File: src/rtl/reg_bank_arbiter_if.sv
// Bus bundle between four requesters and the register-bank arbiter.
//   req    : per-requester request, held until ack is seen
//   we     : per-requester write enable (1 = write, 0 = read)
//   addr   : per-requester address, requester i uses [i*AW +: AW]
//   wdata  : per-requester write data, requester i uses [i*WIDTH +: WIDTH]
//   ack    : one-hot acknowledge to the granted requester
//   rdata  : registered read data, valid while ack is high after a read
//   gnt_id : index of the current or most recent winner
//   busy   : arbiter not idle
interface reg_bank_arbiter_if #(
    parameter int unsigned WIDTH = 8,
    parameter int unsigned AW    = 2
);
    localparam int unsigned NREQ = 4;

    logic [NREQ-1:0]       req;
    logic [NREQ-1:0]       we;
    logic [NREQ*AW-1:0]    addr;
    logic [NREQ*WIDTH-1:0] wdata;
    logic [NREQ-1:0]       ack;
    logic [WIDTH-1:0]      rdata;
    logic [1:0]            gnt_id;
    logic                  busy;

    // Client side (requesters / testbench)
    modport master (
        output req, we, addr, wdata,
        input  ack, rdata, gnt_id, busy
    );

    // Arbiter side
    modport slave (
        input  req, we, addr, wdata,
        output ack, rdata, gnt_id, busy
    );
endinterface

File: src/rtl/reg_bank_arbiter.sv
// Shares one DEPTH x WIDTH flip-flop register bank between four requesters.
// Round-robin arbitration, one read or write per grant, four-phase req/ack.
//   clk : clock, all state changes on rising edge
//   rst : asynchronous active-high reset
//   bus : reg_bank_arbiter_if slave modport (req/we/addr/wdata in,
//         ack/rdata/gnt_id/busy out, all outputs registered)
module reg_bank_arbiter #(
    parameter int unsigned WIDTH = 8,
    parameter int unsigned DEPTH = 4,
    parameter int unsigned AW    = 2
) (
    input  logic                clk,
    input  logic                rst,
    reg_bank_arbiter_if.slave   bus
);
    localparam int unsigned NREQ = 4;

    typedef enum logic [1:0] {
        IDLE   = 2'd0,
        ACCESS = 2'd1,
        DONE   = 2'd2
    } state_t;

    state_t           state;
    state_t           state_next;
    logic [1:0]       ptr;
    logic [1:0]       ptr_next;
    logic [1:0]       gnt;
    logic [1:0]       gnt_next;
    logic [NREQ-1:0]  ack_q;
    logic [NREQ-1:0]  ack_next;
    logic             busy_q;
    logic             busy_next;
    logic [WIDTH-1:0] rdata_q;
    logic [WIDTH-1:0] rdata_next;
    logic [WIDTH-1:0] bank [DEPTH];
    logic             bank_we;

    logic             sel_we;
    logic [AW-1:0]    sel_addr;
    logic [WIDTH-1:0] sel_wdata;
    logic [WIDTH-1:0] bank_rd;
    logic             in_range;
    logic [1:0]       winner;
    logic [1:0]       scan_idx;
    logic             found;

    // Mux out the granted requester's command fields
    always_comb begin
        sel_we    = 1'b0;
        sel_addr  = '0;
        sel_wdata = '0;
        for (int i = 0; i < int'(NREQ); i++) begin
            if (gnt == 2'(i)) begin
                sel_we    = bus.we[i];
                sel_addr  = bus.addr[i*AW +: AW];
                sel_wdata = bus.wdata[i*WIDTH +: WIDTH];
            end
        end
    end

    // Extra MSB so DEPTH == 2^AW still compares correctly
    assign in_range = ({1'b0, sel_addr} < (AW+1)'(DEPTH));

    // Bank read mux; an address with no matching register reads as zero
    always_comb begin
        bank_rd = '0;
        for (int i = 0; i < int'(DEPTH); i++) begin
            if (sel_addr == AW'(i)) begin
                bank_rd = bank[i];
            end
        end
    end

    // Round-robin: first set req bit scanning ptr, ptr+1, ... (mod 4)
    always_comb begin
        winner   = ptr;
        found    = 1'b0;
        scan_idx = ptr;
        for (int i = 0; i < int'(NREQ); i++) begin
            scan_idx = ptr + 2'(i);
            if (!found && bus.req[scan_idx]) begin
                winner = scan_idx;
                found  = 1'b1;
            end
        end
    end

    // Next-state and registered-output logic
    always_comb begin
        state_next = state;
        ptr_next   = ptr;
        gnt_next   = gnt;
        ack_next   = ack_q;
        rdata_next = rdata_q;
        bank_we    = 1'b0;

        unique case (state)
            IDLE: begin
                ack_next = '0;
                if (found) begin
                    gnt_next   = winner;
                    ptr_next   = winner + 2'd1;
                    state_next = ACCESS;
                end
            end
            ACCESS: begin
                if (sel_we) begin
                    bank_we = in_range;
                end else begin
                    rdata_next = bank_rd;
                end
                ack_next   = NREQ'(1) << gnt;
                state_next = DONE;
            end
            DONE: begin
                // Hold ack until the winner withdraws its request
                if (!bus.req[gnt]) begin
                    ack_next   = '0;
                    state_next = IDLE;
                end
            end
            default: begin
                ack_next   = '0;
                state_next = IDLE;
            end
        endcase

        busy_next = (state_next != IDLE);
    end

    // Control state registers
    always_ff @(posedge clk or posedge rst) begin
        if (rst) begin
            state   <= IDLE;
            ptr     <= '0;
            gnt     <= '0;
            ack_q   <= '0;
            busy_q  <= 1'b0;
            rdata_q <= '0;
        end else begin
            state   <= state_next;
            ptr     <= ptr_next;
            gnt     <= gnt_next;
            ack_q   <= ack_next;
            busy_q  <= busy_next;
            rdata_q <= rdata_next;
        end
    end

    // Register bank
    always_ff @(posedge clk or posedge rst) begin
        if (rst) begin
            for (int i = 0; i < int'(DEPTH); i++) begin
                bank[i] <= '0;
            end
        end else begin
            for (int i = 0; i < int'(DEPTH); i++) begin
                if (bank_we && (sel_addr == AW'(i))) begin
                    bank[i] <= sel_wdata;
                end
            end
        end
    end

    assign bus.ack    = ack_q;
    assign bus.rdata  = rdata_q;
    assign bus.gnt_id = gnt;
    assign bus.busy   = busy_q;

endmodule

File: src/flat_wrapper.sv
// flat-port wrapper written by rule: the top's interface ports become plain ports
module reg_bank_arbiter_flat 
#(
    parameter int unsigned WIDTH = 8,
    parameter int unsigned DEPTH = 4,
    parameter int unsigned AW    = 2
)
  (clk, rst, bus_req, bus_we, bus_addr, bus_wdata, bus_ack, bus_rdata, bus_gnt_id, bus_busy);
  reg_bank_arbiter_if #(.WIDTH(WIDTH), .AW(AW)) bus_i ();
  input  logic clk;
  input  logic rst;
  input wire logic [$bits(bus_i.req)-1:0] bus_req;
  input wire logic [$bits(bus_i.we)-1:0] bus_we;
  input wire logic [$bits(bus_i.addr)-1:0] bus_addr;
  input wire logic [$bits(bus_i.wdata)-1:0] bus_wdata;
  output wire logic [$bits(bus_i.ack)-1:0] bus_ack;
  output wire logic [$bits(bus_i.rdata)-1:0] bus_rdata;
  output wire logic [$bits(bus_i.gnt_id)-1:0] bus_gnt_id;
  output wire logic [$bits(bus_i.busy)-1:0] bus_busy;
  assign bus_i.req = bus_req;
  assign bus_i.we = bus_we;
  assign bus_i.addr = bus_addr;
  assign bus_i.wdata = bus_wdata;
  assign bus_ack = bus_i.ack;
  assign bus_rdata = bus_i.rdata;
  assign bus_gnt_id = bus_i.gnt_id;
  assign bus_busy = bus_i.busy;
  reg_bank_arbiter #(.WIDTH(WIDTH), .DEPTH(DEPTH), .AW(AW)) u_core (.clk(clk), .rst(rst), .bus(bus_i));
endmodule
File: config.mk
export PLATFORM = sky130hd
export DESIGN_NAME = reg_bank_arbiter_flat
export DESIGN_NICKNAME = d
export VERILOG_FILES = /design/src/rtl/reg_bank_arbiter_if.sv /design/src/rtl/reg_bank_arbiter.sv /design/src/flat_wrapper.sv
export SDC_FILE = /design/constraint.sdc
export NUM_CORES = 1
export LEC_CHECK = 0
export CORE_ASPECT_RATIO = 0.5
export CORE_UTILIZATION = 44
export DETAILED_ROUTE_END_ITERATION = 7
export PLACE_DENSITY = 0.76
export SKIP_LAST_GASP = 1
export SYNTH_ARGS = -nofsm -noshare
export SYNTH_HDL_FRONTEND = slang
export SYNTH_SLANG_ARGS = --single-unit
File: constraint.sdc
create_clock -name clk -period 1.9 [get_ports clk]
set_input_delay 0.475 -clock clk [delete_from_list [all_inputs] [get_ports clk]]
set_output_delay 0.475 -clock clk [all_outputs]
set_load 0.01 [all_outputs]
==> impl_metrics.prom <==
# TYPE chip_impl_metric gauge
chip_impl_metric{name="detail_route.vias_per_cell",unit=""} 5.349
chip_impl_metric{name="numClockSinks",unit=""} 51
chip_impl_info{name="crit_path_end",value="u_core.bank[28]"} 1
chip_impl_metric{name="floorplan.die_area",unit="um^2"} 6190
chip_impl_metric{name="arrival",unit="ps"} 2150
chip_impl_metric{name="grt_antenna_before_repair",unit=""} 0
chip_impl_metric{name="yosys_synthesis_warning_count",unit=""} 0
chip_impl_metric{name="timing.final.crit_period",unit="ps"} 1981
chip_impl_metric{name="fillCellCount",unit=""} 406
chip_impl_info{name="end_kind",value="register"} 1
chip_impl_metric{name="r2r_slack",unit="ps"} -70
chip_impl_metric{name="portBuffers",unit=""} 64
chip_impl_metric{name="layout.area.seq",unit="um^2"} 1279
chip_impl_info{name="grt_setup_unrepaired",value="yes"} 1
chip_impl_metric{name="place_inst",unit=""} 343
chip_impl_metric{name="multi_input_comb_area",unit="um^2"} 1304
chip_impl_metric{name="remaining_drc_errors",unit=""} 0
chip_impl_metric{name="ant_nets",unit=""} 0
chip_impl_metric{name="hold_violations",unit=""} 0
chip_impl_metric{name="fin_setup_tns",unit="ps"} -1819
chip_impl_metric{name="design.core.area",unit="um^2"} 5563
chip_impl_metric{name="finalSetupViolCount",unit=""} 32
chip_impl_metric{name="cts_inserted_buffers",unit=""} 5
chip_impl_metric{name="leakagePower",unit="nW"} 1.710
chip_impl_info{name="crit-reg2reg-launch",value="u_core.bus.gnt_id[0]"} 1
chip_impl_metric{name="total_power_per_unit_cell_area",unit="nW/um^2"} 1491
chip_impl_metric{name="start_util",unit="%"} 46.36
chip_impl_metric{name="netlist_instances",unit=""} 191
chip_impl_metric{name="final_nets",unit=""} 327
chip_impl_metric{name="place_congestion",unit=""} 0.7516
chip_impl_metric{name="max_clock_buf_depth",unit=""} 2
chip_impl_info{name="cts_tree",value="yes"} 1
chip_impl_info{name="result_of_the_run",value="complete, but fails checks"} 1
chip_impl_metric{name="ys_seq_elements",unit=""} 51
chip_impl_metric{name="track_usage",unit="%"} 22.62
chip_impl_metric{name="yosys_cell_types",unit=""} 35
chip_impl_metric{name="fp.dieW",unit="um"} 110.3
chip_impl_metric{name="postLayoutCellArea",unit="um^2"} 3731
chip_impl_info{name="regToRegEndpoint",value="u_core.bank[28]"} 1
chip_impl_metric{name="setup_slack",unit="ps"} -80.73
chip_impl_metric{name="placedInstanceArea",unit="um^2"} 3481
chip_impl_info{name="failed_checks",value="setup timing"} 1
chip_impl_metric{name="layout-area-overhead-vs-synth",unit="%"} 44.69
chip_impl_metric{name="post_synth_instance_area",unit="um^2"} 2579
chip_impl_metric{name="maximum_level_of_the_cts_h_tree",unit=""} 2
chip_impl_metric{name="number_of_antenna_diodes",unit=""} 0
chip_impl_metric{name="drv_cap",unit=""} 0
chip_impl_metric{name="num_io_pins",unit=""} 65
chip_impl_metric{name="clkSlewWorstSetupHoldPaths",unit="ps"} 60
chip_impl_metric{name="critical_path_peak_fanout",unit=""} 8
chip_impl_metric{name="worst_clock_skew",unit="ps"} 10.65
chip_impl_metric{name="detailroute.via_count",unit=""} 1872
chip_impl_metric{name="final.period_utilization",unit="%"} 104.2
chip_impl_metric{name="grt_overflow",unit=""} 0
chip_impl_metric{name="vdd.ir_drop.worst",unit="uV"} 674.8
chip_impl_metric{name="floorplan.die.height",unit="um"} 56.14
chip_impl_metric{name="detail_route.wirelength",unit="um"} 6209
chip_impl_metric{name="rows",unit=""} 19
chip_impl_metric{name="relSlewSlack",unit="%"} 80.86
chip_impl_metric{name="drive_above_1_share",unit="%"} 34.30
chip_impl_metric{name="drt_first_iter_violations",unit=""} 73
chip_impl_info{name="critical_path_class",value="in2reg"} 1
chip_impl_info{name="cell_at_the_root_of_the_clock_tree",value="sky130_fd_sc_hd__clkbuf_16"} 1
chip_impl_info{name="worstSetupStartpointType",value="input port"} 1
chip_impl_metric{name="synth_sequential_area_ratio",unit="%"} 49.49
chip_impl_info{name="critPathLaunch",value="bus_we[0]"} 1
chip_impl_metric{name="number_of_global_route_vias_before_repair",unit=""} 2101
chip_impl_info{name="worst_hold_startpoint",value="u_core.bus.ack[2]"} 1
chip_impl_info{name="hold_class",value="reg2reg"} 1
chip_impl_metric{name="crit_required",unit="ps"} 2070
chip_impl_metric{name="worst_r2r_path_depth",unit=""} 5
chip_impl_metric{name="grt_start_max_net_pins",unit=""} 52
chip_impl_metric{name="layout.cells.non_filler",unit=""} 350
chip_impl_metric{name="clock_latency",unit="ps"} 290
chip_impl_metric{name="max_clock_freq",unit="MHz"} 504.9
chip_impl_metric{name="drt_pre_antenna_iters",unit=""} 4
chip_impl_metric{name="fin_hold_ws",unit="ps"} 481.2
chip_impl_metric{name="report.final.slew_viol_count",unit=""} 0
chip_impl_metric{name="hpwlAfterDp",unit="um"} 4356
chip_impl_metric{name="synthesis.nets",unit=""} 241
chip_impl_metric{name="grt_first_pass_wirelength",unit="um"} 10370
chip_impl_metric{name="worst_slew_pin_slew",unit="ps"} 286.3
chip_impl_metric{name="wire_per_inst",unit="um"} 17.74
chip_impl_metric{name="synth_area_per_cell",unit="um^2"} 13.50
-- state kept, by name (all words and copies together) (netlist names) --
| register | flops |
|---|---|
| u_core.bus.ack | 4 |
| u_core.bus.rdata | 8 |
| u_core.ptr | 2 |
| u_core.bank | 32 |
| u_core.bus.gnt_id | 2 |
| u_core.bus.busy | 1 |
| u_core.state | 2 |
-- worst max-delay path: stages --
cell                              delay (ps)
sky130_fd_sc_hd__clkdlybuf4s50_1         470
sky130_fd_sc_hd__mux4_2                  300
sky130_fd_sc_hd__nand2_2                  80
sky130_fd_sc_hd__buf_6                   130
sky130_fd_sc_hd__nor3_4                  200
sky130_fd_sc_hd__buf_12                  170
sky130_fd_sc_hd__mux2_4                  300
-- final cells by class --
type                    count  area share [%]
multi-input cells         123           34.94
flip-flops and latches     51           34.27
repair buffers             90           24.01
clock buffers               5           3.353
well taps                  73           2.448
inverters                   6          0.6036
clock inverters             2          0.3689
-- layer usage --
metal | part of all wire, % | track usage (%) | wire length, um
met1 | 45 | 29.60 | 2796
met2 | 51 | 38.86 | 3165
met3 | 3.1 | 4.684 | 191
met4 | 0.90 | 4.887 | 56
met5 | 0 | 0 | 0
-- report_power, final --
part | switching, W | internal, W | total [W]
clock | 0.000380 | 0.000481 | 0.000861
combinational | 0.00119 | 0.00159 | 0.00278
sequential | 0.000330 | 0.00159 | 0.00192
-- cells in the mapped netlist --
library cell,count,area [um^2]
sky130_fd_sc_hd__nor3_1,1,5.000
sky130_fd_sc_hd__and2_1,1,6.260
sky130_fd_sc_hd__o221ai_1,8,70.07
sky130_fd_sc_hd__dfrtp_1,51,1276
sky130_fd_sc_hd__nor3_4,1,16.27
sky130_fd_sc_hd__nor2_1,1,3.750
sky130_fd_sc_hd__o2bb2ai_1,1,8.760
sky130_fd_sc_hd__mux4_2,12,270.3
sky130_fd_sc_hd__or3_1,4,25.02
sky130_fd_sc_hd__inv_1,5,18.77
sky130_fd_sc_hd__buf_2,2,10.01
sky130_fd_sc_hd__a21oi_1,5,25.02
sky130_fd_sc_hd__nand4_2,1,12.51
sky130_fd_sc_hd__and3b_1,1,8.760
sky130_fd_sc_hd__a32o_1,1,10.01
sky130_fd_sc_hd__mux2_2,24,270.3
sky130_fd_sc_hd__nand4_1,1,6.260
sky130_fd_sc_hd__o221a_2,1,11.26
sky130_fd_sc_hd__o21ai_0,5,25.02
sky130_fd_sc_hd__inv_2,1,3.750
sky130_fd_sc_hd__clkbuf_1,4,15.01
sky130_fd_sc_hd__buf_1,2,7.510
sky130_fd_sc_hd__mux2i_1,17,170.2
sky130_fd_sc_hd__o32ai_1,1,8.760
sky130_fd_sc_hd__nand2_1,17,63.81
sky130_fd_sc_hd__nand2b_1,4,25.02
sky130_fd_sc_hd__a21o_1,1,7.510
sky130_fd_sc_hd__nor2b_1,3,18.77
sky130_fd_sc_hd__o31a_1,1,8.760
sky130_fd_sc_hd__or2_2,1,6.260
sky130_fd_sc_hd__o31ai_1,1,7.510
sky130_fd_sc_hd__buf_4,1,7.510
sky130_fd_sc_hd__buf_6,2,22.52
sky130_fd_sc_hd__nor4_1,1,6.260
sky130_fd_sc_hd__mux2_4,8,120.1
-- through the flow --
step / setup WS (ps) / power, W / util, %
global placement: -468.5 / 0.004358 / 62.57
detailed placement: -534.0 / 0.004476 / 62.57
floorplan: -168.7 / 0.003530 / -
CTS: -119.6 / 0.005545 / 66.55
finish: -80.73 / 0.005564 / 67.07
global route: -137.3 / 0.005887 / 67.07
-- kinds of logic (layout without fill, tap and decap cells) --
kind of cell / count (synthesis) / after routing / synth area share (%)
buffers and inverters: 17 / 103 / 3.299
flip-flops: 51 / 51 / 49.49
multiplexers: 61 / 61 / 32.22
AO/OA/AOI/OAI: 25 / 25 / 7.084
AND/OR/NAND/NOR: 37 / 37 / 7.909
-- layout by cell type, fill, tap and decap left out, types with 2 or more instances in the layout --
cell type	netlist	routed
sky130_fd_sc_hd__a21oi_1	5	5
sky130_fd_sc_hd__buf_12	0	3
sky130_fd_sc_hd__buf_4	1	19
sky130_fd_sc_hd__buf_6	2	4
sky130_fd_sc_hd__clkbuf_16	0	5
sky130_fd_sc_hd__clkdlybuf4s50_1	0	52
sky130_fd_sc_hd__dfrtp_1	51	49
sky130_fd_sc_hd__dfrtp_2	0	2
sky130_fd_sc_hd__dlygate4sd2_1	0	6
sky130_fd_sc_hd__dlymetal6s2s_1	0	6
sky130_fd_sc_hd__inv_1	5	4
sky130_fd_sc_hd__inv_2	1	2
sky130_fd_sc_hd__mux2_2	24	15
sky130_fd_sc_hd__mux2_4	8	17
sky130_fd_sc_hd__mux2i_1	17	17
sky130_fd_sc_hd__mux4_2	12	12
sky130_fd_sc_hd__nand2_1	17	15
sky130_fd_sc_hd__nand2_2	0	2
sky130_fd_sc_hd__nand2b_1	4	4
sky130_fd_sc_hd__nor2b_1	3	3
sky130_fd_sc_hd__o21ai_0	5	5
sky130_fd_sc_hd__o221ai_1	8	2
sky130_fd_sc_hd__o221ai_2	0	6
sky130_fd_sc_hd__or3_1	4	2
sky130_fd_sc_hd__or3_4	0	2
-- how the worst min path moves through the flow --
stage | to | slack (ps) | cells past startpoint
finish | u_core.bus.ack[2] | 480 | 2
global route | u_core.bank[8] | 520 | 1
CTS | u_core.bus.ack[2] | 490 | 2
detailed placement | u_core.bus.ack[2] | 470 | 2
global placement | u_core.bus.ack[1] | 460 | 2
floorplan | u_core.bank[10] | 480 | 1
-- what timing repair did --
item | 4_1_cts | 5_1_grt
pin swaps | 7 | 8
buffers inserted | 1 | 0
setup endpoints to repair | 42 | 42
resized for setup | 27 | 11
hold buffers | 0 | 0
(Power assumes the default switching activity.)
